**src/rtl/adc_sar_sequencer.sv**
```systemverilog
// Purpose : SAR ADC conversion sequencer and binary capacitor-array switch controller.
// Latency : start captured at edge t0 -> eoc in cycle t0+SAMPLE_CYCLES+N+1; period SAMPLE_CYCLES+N+2.
// Backpr. : none; start is a level request sampled only in S_IDLE/S_DONE and never queued.
//
// Ports:
//   i_clk            conversion clock, rising edge
//   i_rstb           asynchronous active-low reset
//   i_start          level conversion request (sampled in S_IDLE and S_DONE)
//   i_cmp            comparator decision, 1 = DAC level above the held input
//   i_abort          (ADC_SAR_SEQ_ABORT_EN only) cancel a running conversion
//   o_sample         track switch enable
//   o_dac_ctrl       capacitor switch word, bit set = capacitor tied to vref
//   o_current_state  FSM state code, consumed by the reconstruction block
//   o_busy           high in every state except S_IDLE
//   o_eoc            one-cycle end-of-conversion pulse (S_DONE)
//   o_dout           last conversion result, held until the next S_DONE
//   o_dout_valid     sticky, set at the first S_DONE after reset
//
// Optional feature macro: ADC_SAR_SEQ_ABORT_EN (adds i_abort). All outputs are registered.

module adc_sar_sequencer #(
    parameter int N             = 8,
    parameter int STATE_SIZE    = 4,
    parameter int SAMPLE_CYCLES = 2
) (
    input  logic                  i_clk,
    input  logic                  i_rstb,
    input  logic                  i_start,
    input  logic                  i_cmp,
`ifdef ADC_SAR_SEQ_ABORT_EN
    input  logic                  i_abort,
`endif
    output logic                  o_sample,
    output logic [N-1:0]          o_dac_ctrl,
    output logic [STATE_SIZE-1:0] o_current_state,
    output logic                  o_busy,
    output logic                  o_eoc,
    output logic [N-1:0]          o_dout,
    output logic                  o_dout_valid
);

    // State codes shared with the reconstruction block.
    typedef enum logic [STATE_SIZE-1:0] {
        S_IDLE         = STATE_SIZE'(0),
        S_SAMPLE       = STATE_SIZE'(1),
        S_EXTRA_SAMPLE = STATE_SIZE'(2),
        S_CONV         = STATE_SIZE'(3),
        S_DONE         = STATE_SIZE'(4)
    } state_t;

    localparam int             CW       = (SAMPLE_CYCLES > 1) ? $clog2(SAMPLE_CYCLES) : 1;
    localparam int             KW       = $clog2(N);
    localparam logic [N-1:0]   ONE      = {{(N-1){1'b0}}, 1'b1};
    localparam logic [N-1:0]   MIDSCALE = {1'b1, {(N-1){1'b0}}};
    localparam logic [CW-1:0]  CNT_LOAD = CW'(SAMPLE_CYCLES - 1);
    localparam logic [KW-1:0]  K_MSB    = KW'(N - 1);

    state_t          r_state;
    logic [CW-1:0]   r_cnt;        // remaining track cycles after the current one
    logic [KW-1:0]   r_k;          // bit currently under trial
    logic [N-1:0]    r_dac;
    logic            r_sample;
    logic            r_busy;
    logic            r_eoc;
    logic [N-1:0]    r_dout;
    logic            r_dout_valid;

    logic            w_abort;
    logic [N-1:0]    w_kbit;       // one-hot of the bit under trial
    logic [N-1:0]    w_next_kbit;  // one-hot of the next lower bit
    logic [N-1:0]    w_resolved;   // switch word with bit k decided by the comparator

`ifdef ADC_SAR_SEQ_ABORT_EN
    assign w_abort = i_abort;
`else
    assign w_abort = 1'b0;
`endif

    // Comparator high means the trial level overshoots the input, so the
    // trial bit is dropped; otherwise it is kept.
    always_comb begin
        w_kbit      = ONE << r_k;
        w_next_kbit = w_kbit >> 1;
        w_resolved  = i_cmp ? (r_dac & ~w_kbit) : r_dac;
    end

    always_ff @(posedge i_clk or negedge i_rstb) begin
        if (!i_rstb) begin
            r_state      <= S_IDLE;
            r_cnt        <= '0;
            r_k          <= '0;
            r_dac        <= MIDSCALE;
            r_sample     <= 1'b0;
            r_busy       <= 1'b0;
            r_eoc        <= 1'b0;
            r_dout       <= '0;
            r_dout_valid <= 1'b0;
        end else begin
            // eoc is a single-cycle pulse; only the last trial step raises it.
            r_eoc <= 1'b0;

            case (r_state)
                S_IDLE: begin
                    r_dac    <= MIDSCALE;
                    r_sample <= 1'b0;
                    if (i_start) begin
                        r_state  <= S_SAMPLE;
                        r_sample <= 1'b1;
                        r_cnt    <= CNT_LOAD;
                        r_busy   <= 1'b1;
                    end else begin
                        r_busy   <= 1'b0;
                    end
                end

                S_SAMPLE: begin
                    if (w_abort) begin
                        r_state  <= S_IDLE;
                        r_sample <= 1'b0;
                        r_dac    <= MIDSCALE;
                        r_busy   <= 1'b0;
                    end else if (r_cnt == '0) begin
                        r_state  <= S_EXTRA_SAMPLE;
                        r_sample <= 1'b0;
                    end else begin
                        r_cnt    <= r_cnt - CW'(1);
                    end
                end

                // One settle cycle with the track switch open before the
                // first trial; the DAC stays at midscale.
                S_EXTRA_SAMPLE: begin
                    if (w_abort) begin
                        r_state  <= S_IDLE;
                        r_sample <= 1'b0;
                        r_dac    <= MIDSCALE;
                        r_busy   <= 1'b0;
                    end else begin
                        r_state  <= S_CONV;
                        r_k      <= K_MSB;
                        r_dac    <= MIDSCALE;
                    end
                end

                // The first trial word (MSB only) equals midscale, so the
                // settle cycle already presents it.
                S_CONV: begin
                    if (w_abort) begin
                        r_state  <= S_IDLE;
                        r_sample <= 1'b0;
                        r_dac    <= MIDSCALE;
                        r_busy   <= 1'b0;
                    end else if (r_k == '0) begin
                        r_state      <= S_DONE;
                        r_dac        <= w_resolved;
                        r_dout       <= w_resolved;
                        r_dout_valid <= 1'b1;
                        r_eoc        <= 1'b1;
                    end else begin
                        r_dac <= w_resolved | w_next_kbit;
                        r_k   <= r_k - KW'(1);
                    end
                end

                // A held start chains straight into the next track phase.
                S_DONE: begin
                    r_dac <= MIDSCALE;
                    if (i_start) begin
                        r_state  <= S_SAMPLE;
                        r_sample <= 1'b1;
                        r_cnt    <= CNT_LOAD;
                    end else begin
                        r_state  <= S_IDLE;
                        r_busy   <= 1'b0;
                    end
                end

                // Illegal codes recover to idle with every output at its
                // reset value.
                default: begin
                    r_state      <= S_IDLE;
                    r_cnt        <= '0;
                    r_k          <= '0;
                    r_dac        <= MIDSCALE;
                    r_sample     <= 1'b0;
                    r_busy       <= 1'b0;
                    r_dout       <= '0;
                    r_dout_valid <= 1'b0;
                end
            endcase
        end
    end

    assign o_sample        = r_sample;
    assign o_dac_ctrl      = r_dac;
    assign o_current_state = r_state;
    assign o_busy          = r_busy;
    assign o_eoc           = r_eoc;
    assign o_dout          = r_dout;
    assign o_dout_valid    = r_dout_valid;

endmodule

```
**config.mk**
```make
export PLATFORM = sky130hd
export DESIGN_NAME = adc_sar_sequencer
export DESIGN_NICKNAME = d
export VERILOG_FILES = /design/src/rtl/adc_sar_sequencer.sv
export SDC_FILE = /design/constraint.sdc
export NUM_CORES = 1
export LEC_CHECK = 0
export ABC_AREA = 0
export BUFFER_PORTS_ARGS = -buffer_cell sky130_fd_sc_hd__buf_2
export CORE_ASPECT_RATIO = 0.6
export CORE_MARGIN = 5
export CORE_UTILIZATION = 35
export CTS_BUF_LIST = sky130_fd_sc_hd__clkbuf_16
export DETAILED_ROUTE_END_ITERATION = 12
export PLACE_DENSITY = 0.64
export SYNTH_ARGS = -nofsm -noshare
export SYNTH_HDL_FRONTEND = slang
export SYNTH_SLANG_ARGS = --single-unit
```
**constraint.sdc**
```tcl
create_clock -name i_clk -period 1.9 [get_ports i_clk]
set_input_delay 0.19 -clock i_clk [delete_from_list [all_inputs] [get_ports i_clk]]
set_output_delay 0.19 -clock i_clk [all_outputs]
set_load 0.01 [all_outputs]
```
; ---- After elaboration in Yosys (flattened, before gate mapping)
; Index checks and enable logic that the tools add are counted.
[op_classes]
n_addsub = 2
multipliers = 0
n_div = 0
n_lt_le_gt_ge = 0
eq_ne = 11
shifts = 1
muxes = 24
bitwise_logic = 7
n_reduce_logical = 13
[op_table]
columns = op, n
row1 = $pmux 8 s2, 2
row2 = $mux 8, 3
row3 = $pmux 4 s5, 1
row4 = $mux 4, 3
row5 = $ne 2x2->1 const B, 6
row6 = $mux 1, 9
row7 = $pmux 3 s3, 1
row8 = $and 8x8->8, 1
row9 = $eq 4x2->1 const B, 2
row10 = $not 8->8, 1
row11 = $or 8x7->8, 1
row12 = $reduce_and 2->1, 4
row13 = $shl 1x3->8 const A, 1
row14 = $pmux 1 s3, 2
row15 = $reduce_and 3->1, 2
row16 = $reduce_or 3->1, 2
row17 = $eq 4x1->1 const B, 1
row18 = $eq 4x3->1 const B, 1
row19 = $logic_not 4->1, 1
row20 = $not 1->1, 4
row21 = $pmux 1 s4, 1
row22 = $reduce_or 2->1, 2
row23 = $reduce_or 4->1, 1
row24 = $logic_not 3->1, 1
row25 = 5 further kinds, 5
[totals]
regBits = 28
latchBits = 0
ram_bits = 0
rom_bits = 0
in_bits = 4
elab_cells = 67
n_memories = 0

; ---- Longest topological paths before layout
; Gate-level depths: netlist (run 1).
[logic_depth]
depth_word = 7
depth_mapped = 5
depth_no_buf = 5

; ---- Worst setup path before layout (run 1)
; Ideal clock, no wire load.
[synth_path]
path_kind = reg-to-reg
startpoint = register r_k[0]
endpoint = register r_dout[0] (netlist: o_dout[0])
setup_ps = 122
arrival_ps = 1350
slack_ps = 428
stages_incl_launch_ff = 6
period_less_slack_ps = 1472
cell_sequence = dfrtp_1 inv_1 ha_1 and2b_4 a31oi_4 a32o_1
[synth_between]
elab_chain_cells = 6
elab_cells_between_ends = 9
classes_between = 1 x eq/ne / 1 x shift / 3 x mux / 2 x bitwise / 2 x reduce/logical
[synth_rtl]
columns = item, line_no
row1 = "start, declared", 60  ; logic [KW-1:0] r_k;
row2 = "start signal, assigned", 161  ; r_k <= r_k - KW'(1);
row3 = $shl 1x3->8, 82  ; w_kbit = ONE << r_k;
row4 = $not 8->8, 84  ; w_resolved = i_cmp ? (r_dac & ~w_kbit) : r_dac;
row5 = $and 8x8->8, 84
row6 = $mux 8, 84
row7 = $mux 8, 153  ; end else if (r_k == '0) begin
row8 = $pmux 8 s2, 102  ; case (r_state)
row9 = "end signal, assigned", 156  ; r_dout <= w_resolved;
row10 = "end, declared", 65  ; logic [N-1:0] r_dout;
; Parallel ways exist; a longest one is shown, timed or not. The select of a mux whose other input is x is not followed.
; A chain may end at the register's enable or synchronous reset.

; ---- Final worst setup path (run 1)
; Ends and elaborated chain as after synthesis.

==> results of run 1 <==
==> area by class of cell <==
| type | count | area share, % |
|---|---|---|
| Multi-Input combinational cell | 78 | 37.2 |
| Tap cell | 47 | 3.75 |
| Sequential cell | 27 | 43.2 |
| Clock inverter | 1 | 0.479 |
| Timing Repair Buffer | 28 | 9.42 |
| Clock buffer | 3 | 4.79 |
| Inverter | 5 | 1.20 |
==> through the flow <==
| step | hold WS, ps | cells | setup slack [ps] |
|---|---|---|---|
| 2_1_floorplan | -106 | 116 | 428 |
| 3_5_place_dp | 245 | 184 | 238 |
| 6_report | 218 | 189 | 241 |
| 3_3_place_gp | 223 | 184 | 323 |
| 4_1_cts | 210 | 189 | 233 |
| 5_1_grt | 230 | 189 | 129 |
==> report_power, final <==
| part | switching (mW) | total [mW] | internal [mW] |
|---|---|---|---|
| Combinational | 0.571 | 1.09 | 0.520 |
| Clock | 0.198 | 0.484 | 0.286 |
| Sequential | 0.258 | 1.07 | 0.812 |
==> worst max-delay path, delay by kind of cell (launching register included) <==
kind / cells / cell delay (ps)
AO/OA/AOI/OAI: 2 / 430
flip-flops: 1 / 420
adder cells (fa/ha/maj): 1 / 330
AND/OR/NAND/NOR: 1 / 240
buffers and inverters: 1 / 130
==> placed cells by master (no fill, tap or decap), types with 4 or more instances in the layout <==
cell type,synthesis,final
sky130_fd_sc_hd__inv_1,5,5
sky130_fd_sc_hd__a22o_1,4,4
sky130_fd_sc_hd__buf_2,3,26
sky130_fd_sc_hd__nand2_1,13,13
sky130_fd_sc_hd__dfrtp_1,26,26
sky130_fd_sc_hd__a21oi_1,6,6
sky130_fd_sc_hd__a32o_1,11,11
sky130_fd_sc_hd__nor2_1,4,4
sky130_fd_sc_hd__ha_1,5,5
==> how the worst max path moves through the flow <==
stage | endpoint | slack, ps | cells after the start
2_1_floorplan | o_dout[0] | 430 | 5
3_3_place_gp | o_dout[0] | 320 | 5
3_5_place_dp | o_dout[2] | 240 | 5
4_1_cts | o_dout[0] | 230 | 5
5_1_grt | o_dout[0] | 130 | 5
6_report | o_dout[0] | 240 | 5
==> what timing repair did <==
item | in CTS | in global routing
hold buffers | 1 | 0
setup endpoints to repair | 0 | 0
resized for setup | 0 | 0
endpoints found under the hold margin | 26 | 0
==> sequential cells by signal, indices dropped and copies added (netlist names) <==
register,cells
o_busy,1
o_current_state,3
o_dac_ctrl,8
o_dout,8
o_dout_valid,1
o_eoc,1
o_sample,1
r_cnt,1
r_k,3
==> cell families (layout without fill, tap and decap cells) <==
group                      after synthesis  in the layout  share of synthesized area (%)
AOI/OAI and AO/OA                       36             36                           23.4
DFF                                     27             27                           51.3
buffers and inverters                   11             37                           4.55
muxes                                    1              1                          0.758
adders and majority gates                5              5                           4.74
other                                    1              1                          0.284
and+or+nand+nor                         35             35                           15.0
==> per-layer routing <==
metal  vias to the layer above  wire (um)  global-route usage, %
met1                       505       1330                   17.0
li1                        481          -                      -
met5                         -          0                      0
met2                        34       1300                   18.5
met3                         2        267                   4.04
met4                         0         36                   3.82
==> impl_summary.txt, run 1 <==
----------------------------------------------------
[Status]
  Run status ... completed

[Global route]
  Antenna violations before repair ... 0
  Global-route wire length before repair ... 4890 um
  Residual overflow from global routing ... 0
  Vias in the first global route ... 984
  Global router's overall resource usage ... 12.4%
  Largest net degree at the start of global routing ... 28

[Final layout]
  Fillers ... 360
  Number of antenna cells inserted ... 0
  Fraction of layout instances using a drive strength above 1 ... 28.2%
  Storage element area ... 677 um^2
  Final standard cell utilization of the core ... 42.9%
  Fin area ... 1570 um^2
  Nets ... 152
  Area used by multi-input combinational logic ... 583 um^2
  Synthesis-to-layout area growth ... 18.8%

[Setup path]
  Category of the worst setup path capture point ... flip-flop
  R2r endpoint ... o_dout[0]
  Startpoint-to-endpoint class of the critical path ... reg2reg
  Largest incremental delay on the critical path ... 420 ps
  Sort of element at the start of the critical path ... flip-flop
  Startpoint of the worst register-to-register path ... r_k[0]
  Required time worst endpoint ... 2050 ps
  CP max-delay cell ... sky130_fd_sc_hd__dfrtp_1
  Reg-to-reg slack, setup ... 240 ps
  Cell depth of the worst flop-to-flop path ... 5
  CP Cell Sequence ... inv_1 > ha_1 > and2b_4 > a31oi_4 > a32o_1
  Arr. time, crit path ... 1810 ps
  Critical path startpoint ... r_k[0]
  Peak fanout along the critical path ... 9

[Run]
  Max-cap violations ... 0

[Timing]
  Min Tclk post-route ... 1660 ps
  Hold violation count in the final report ... 0
  Final setup skew ... 4.77 ps
  Share of the clock period used by the worst path ... 87.3%
  Fmax achieved ... 603 MHz
  Unrepaired setup endpoints after global routing ... false
  Setup violators final ... 0
  Fin. max-slew vios ... 0
  Worst Max-Slew Pin Slew ... 614 ps
  Total negative slack ... 0 ps
  Worst slew margin relative to its limit ... 59.1%

[Place]
  Placed Area ... 1480 um^2
  Dpl hpwl ... 2150 um
  Quantity of I/O buffers inserted on ports ... 26
  RePlAce Congestion ... 0.808

[Die]
  Number of standard-cell rows in the floorplan ... 17
  DIE WIDTH ... 89.3 um
  Die footprint ... 5140 um^2
  Starting Density ... 36.1%
  Die boundary height ... 57.6 um
  Boundary pin count ... 28
  Core Region ... 3660 um^2

[Synth]
  Most frequently used cell type in the post-synthesis netlist ... sky130_fd_sc_hd__dfrtp_1
  Count of mapped cells out of synthesis ... 116
  Netlist cell types ... 36
  Library cell with the largest summed area after synthesis ... sky130_fd_sc_hd__dfrtp_1
  Proportion of synthesized flip-flops having asynchronous set or reset ... 100%
  Post-synth design cell area ... 1320 um^2
  Post-synthesis net count ... 125
  Syn Area/Cell ... 11.4 um^2
  Count of state elements after synthesis ... 27
  Share of the synthesized area in the top cell type ... 49.3%
  Ranking of synthesized cells by instance count ... sky130_fd_sc_hd__dfrtp_1, sky130_fd_sc_hd__nand2_1, sky130_fd_sc_hd__a32o_1
  Number of flops mapped to enable cells by yosys ... 0
  Biggest area contributors in the synthesized netlist ... sky130_fd_sc_hd__dfrtp_1, sky130_fd_sc_hd__a32o_1, sky130_fd_sc_hd__ha_1, sky130_fd_sc_hd__nand2_1, sky130_fd_sc_hd__a22o_1
  Synthesis warning total ... 0
  Fraction of the yosys area taken by sequential cells ... 51.3%
  Most used DFF post-synth ... sky130_fd_sc_hd__dfrtp_1

[Power and ir drop]
  VDD IR-drop max ... 0.000653 V
  Total power after layout ... 2.65 mW
  Power density over cell area ... 1690 nW/um^2
  Leak pwr ... 0.774 nW

[Clock tree]
  Number of buffers inserted to repair setup after CTS ... 0
  Num CTS Buffers ... 3
  CTS sink cnt ... 27
  CTS tree ... built
  Clock tree root buffer cell ... sky130_fd_sc_hd__clkbuf_16
  Number of H-tree levels ... 1
  Clock slew seen by the registers of the worst setup and hold paths ... 70 ps
  Clk_lat worst skew ... 260 ps
  Maximum buffer depth of the clock tree ... 2

[Routing]
  First DRT Iteration DRCs ... 63
  Average via count per standard cell ... 5.41
  TritonRoute pass-1 iters ... 4
  Total detailed-routing wirelength ... 2930 um
  Number of DRC violations after detailed routing ... 0
  Routed via count ... 1022
  WL/cell ... 15.5 um
  Final antenna-violating net count ... 0

[Min path]
  Worst min-delay path endpoint ... r_cnt
  Number of cells traversed by the worst hold path ... 3
  Worst min-delay path startpoint ... i_start
  Type of the most critical hold path ... in2reg

----------------------------------------------------
Note: power is estimated with default switching activity, not from simulation.
==> run 2: changes to the inputs <==
--- a/config.mk
+++ b/config.mk
@@ -8,7 +8,7 @@
 export ABC_AREA = 0
 export BUFFER_PORTS_ARGS = -buffer_cell sky130_fd_sc_hd__buf_2
 export CORE_ASPECT_RATIO = 0.6
-export CORE_MARGIN = 5
+export CORE_MARGIN = 3
 export CORE_UTILIZATION = 35
 export CTS_BUF_LIST = sky130_fd_sc_hd__clkbuf_16
 export DETAILED_ROUTE_END_ITERATION = 12
==> run 2 against run 1 <==
Clock skew decreased by 2.0 ps. Critical endpoint is now o_dout[3]. Power decreased by 0.90%. Critical path type unchanged. Count of clock-buffer cells in the layout unchanged. Wire length decreased by 3.0%. Core utilization increased by 2.6 points. Sequential share of layout area increased by 0.35 points.
==> impl_summary.txt, run 2 (same netlist as run 1, synthesis figures left out) <==
----------------------------------------------------
[Status]
  Run status ... completed (unchanged)

[Final layout]
  Fin area ... 1560 um^2 (was 1570 um^2)
  Number of antenna cells inserted ... 0 (unchanged)
  Synthesis-to-layout area growth ... 17.8% (was 18.8%)
  Final standard cell utilization of the core ... 45.4% (was 42.9%)
  Fraction of layout instances using a drive strength above 1 ... 27.7% (was 28.2%)
  Top library cells by usage in the layout, fill and taps aside ... sky130_fd_sc_hd__buf_2, sky130_fd_sc_hd__dfrtp_1, sky130_fd_sc_hd__nand2_1 (unchanged)
  Fillers ... 318 (was 360)
  Nets ... 151 (was 152)

[Die]
  DIE WIDTH ... 85.3 um (was 89.3 um)
  Die boundary height ... 53.6 um (was 57.6 um)
  Starting Density ... 38.6% (was 36.1%)
  Boundary pin count ... 28 (unchanged)
  Number of standard-cell rows in the floorplan ... 16 (was 17)
  Die footprint ... 4570 um^2 (was 5140 um^2)
  Core Region ... 3420 um^2 (was 3660 um^2)

[Place]
  Quantity of I/O buffers inserted on ports ... 26 (unchanged)
  RePlAce Congestion ... 0.811 (was 0.808)
  Dpl hpwl ... 2060 um (was 2150 um)
  Placed Area ... 1470 um^2 (was 1480 um^2)

[Clock tree]
  Number of buffers inserted to repair setup after CTS ... 0 (unchanged)
  Clock slew seen by the registers of the worst setup and hold paths ... 70 ps (about the same)
  CTS tree ... built (unchanged)
  CTS sink cnt ... 27 (unchanged)
  Clk_lat worst skew ... 260 ps (about the same)
  Maximum buffer depth of the clock tree ... 2 (unchanged)
  Clock tree root buffer cell ... sky130_fd_sc_hd__clkbuf_16 (unchanged)
  Num CTS Buffers ... 3 (unchanged)
  Number of H-tree levels ... 1 (unchanged)

[Setup path]
  CP Cell Sequence ... inv_1 > ha_1 > and2b_4 > a31oi_4 > a32o_1 (unchanged)
  Required time worst endpoint ... 2050 ps (about the same)
  Largest incremental delay on the critical path ... 420 ps (about the same)
  Category of the worst setup path capture point ... flip-flop (unchanged)
  Startpoint-to-endpoint class of the critical path ... reg2reg (unchanged)
  Arr. time, crit path ... 1830 ps (was 1810 ps)
  Largest delay share family, worst path ... compound AO/OA/AOI/OAI gates (unchanged)
  Peak fanout along the critical path ... 9 (unchanged)
  Count of buffering cells on the critical path with inverters included ... 1 (unchanged)
  CP max-delay cell ... sky130_fd_sc_hd__dfrtp_1 (unchanged)
  Sort of element at the start of the critical path ... flip-flop (unchanged)

[Power and ir drop]
  Power density over cell area ... 1690 nW/um^2 (about the same)
  Leak pwr ... 0.773 nW (was 0.774 nW)
  VDD IR-drop max ... 0.000480 V (was 0.000653 V)

[Timing]
  Min Tclk post-route ... 1680 ps (was 1660 ps)
  Worst Max-Slew Pin Slew ... 641 ps (was 614 ps)
  Fin. max-slew vios ... 0 (unchanged)
  Final setup skew ... 2.80 ps (was 4.77 ps)
  Share of the clock period used by the worst path ... 88.3% (was 87.3%)
  Hold violation count in the final report ... 0 (unchanged)
  Setup violators final ... 0 (unchanged)
  Total negative slack ... 0 ps (unchanged)
  Fmax achieved ... 596 MHz (was 603 MHz)
  Unrepaired setup endpoints after global routing ... false (unchanged)
  Worst slew margin relative to its limit ... 57.2% (was 59.1%)

[Routing]
  WL/cell ... 15.3 um (was 15.5 um)
  First DRT Iteration DRCs ... 78 (was 63)
  Average via count per standard cell ... 5.46 (was 5.41)
  TritonRoute pass-1 iters ... 4 (unchanged)
  Routed via count ... 1015 (was 1022)
  Number of DRC violations after detailed routing ... 0 (unchanged)
  Final antenna-violating net count ... 0 (unchanged)
  Total detailed-routing wirelength ... 2840 um (was 2930 um)

[Global route]
  Global router's overall resource usage ... 13.2% (was 12.4%)
  Residual overflow from global routing ... 0 (unchanged)
  Antenna violations before repair ... 0 (unchanged)
  Global-route wire length before repair ... 4710 um (was 4890 um)
  Vias in the first global route ... 925 (was 984)
  Largest net degree at the start of global routing ... 28 (unchanged)

[Min path]
  Type of the most critical hold path ... in2reg (unchanged)

[Run]
  Max-cap violations ... 0 (unchanged)

----------------------------------------------------
[run 2: cell count changes in the layout (fill, tap and decap cells not counted)]
cell                         previous run  this run
sky130_fd_sc_hd__clkinvlp_4             1         0
sky130_fd_sc_hd__clkinv_2               0         1
sky130_fd_sc_hd__buf_4                  1         0
[run 2: path summary, 6_finish.rpt]
path                              startpoint       endpoint  slack (ps)  cells after the start
worst min-delay path                 i_start          r_cnt         210                      3
worst max-delay path                  r_k[0]      o_dout[3]         220                      5
max in group asynchronous             i_rstb  o_dac_ctrl[6]        1040                      2
worst max register to register        r_k[0]      o_dout[3]         220                      5
worst min register to register  o_dout_valid   o_dout_valid         470                      1
min in group asynchronous             i_rstb      o_dout[6]         470                      2
[run 2: per-stage QoR]
stage	std cells	setup slack, ps	hold slack (ps)	power (mW)
finish	186	222	210	2.62
global route	186	101	236	2.82
CTS	186	229	212	2.64
global placement	181	320	231	2.12
floorplan	116	428	-106	1.81
detailed placement	181	240	242	2.16
[run 2: worst reg2reg max path: cells and delay by family, from the launching register on]
kind,cells,cell delay (ps)
AO/OA/AOI/OAI,2,430
flip-flops,1,420
adder cells (fa/ha/maj),1,330
AND/OR/NAND/NOR,1,240
buffers and inverters,1,150
[run 2: where the power goes]
part           internal (mW)  switching (mW)
Sequential             0.812           0.258
Combinational          0.511           0.561
Clock                  0.284           0.196
Total                   1.61            1.02
[run 2: layout make-up]
cell class / instances / area (um^2) / area share [%]
flip-flops and latches: 27 / 677 / 43.5
clock buffers: 3 / 75.1 / 4.83
inverters: 5 / 18.8 / 1.21
repair buffers: 27 / 140 / 9.01
multi-input cells: 78 / 583 / 37.5
well taps: 45 / 56.3 / 3.62
clock inverters: 1 / 5.00 / 0.322
[run 2: timing repair]
action | in CTS | in global routing
gates resized for setup | 0 | 0
endpoints found under the hold margin | 26 | 0
setup endpoints to repair | 0 | 0
hold buffers | 1 | 0
[run 2: layer usage]
layer	vias to the layer above	wire length [um]	GRT usage [%]
li1	481	-	-
met1	499	1380	18.4
met5	-	0	0
met2	33	1260	20.5
met3	2	177	3.82
met4	0	26	3.16
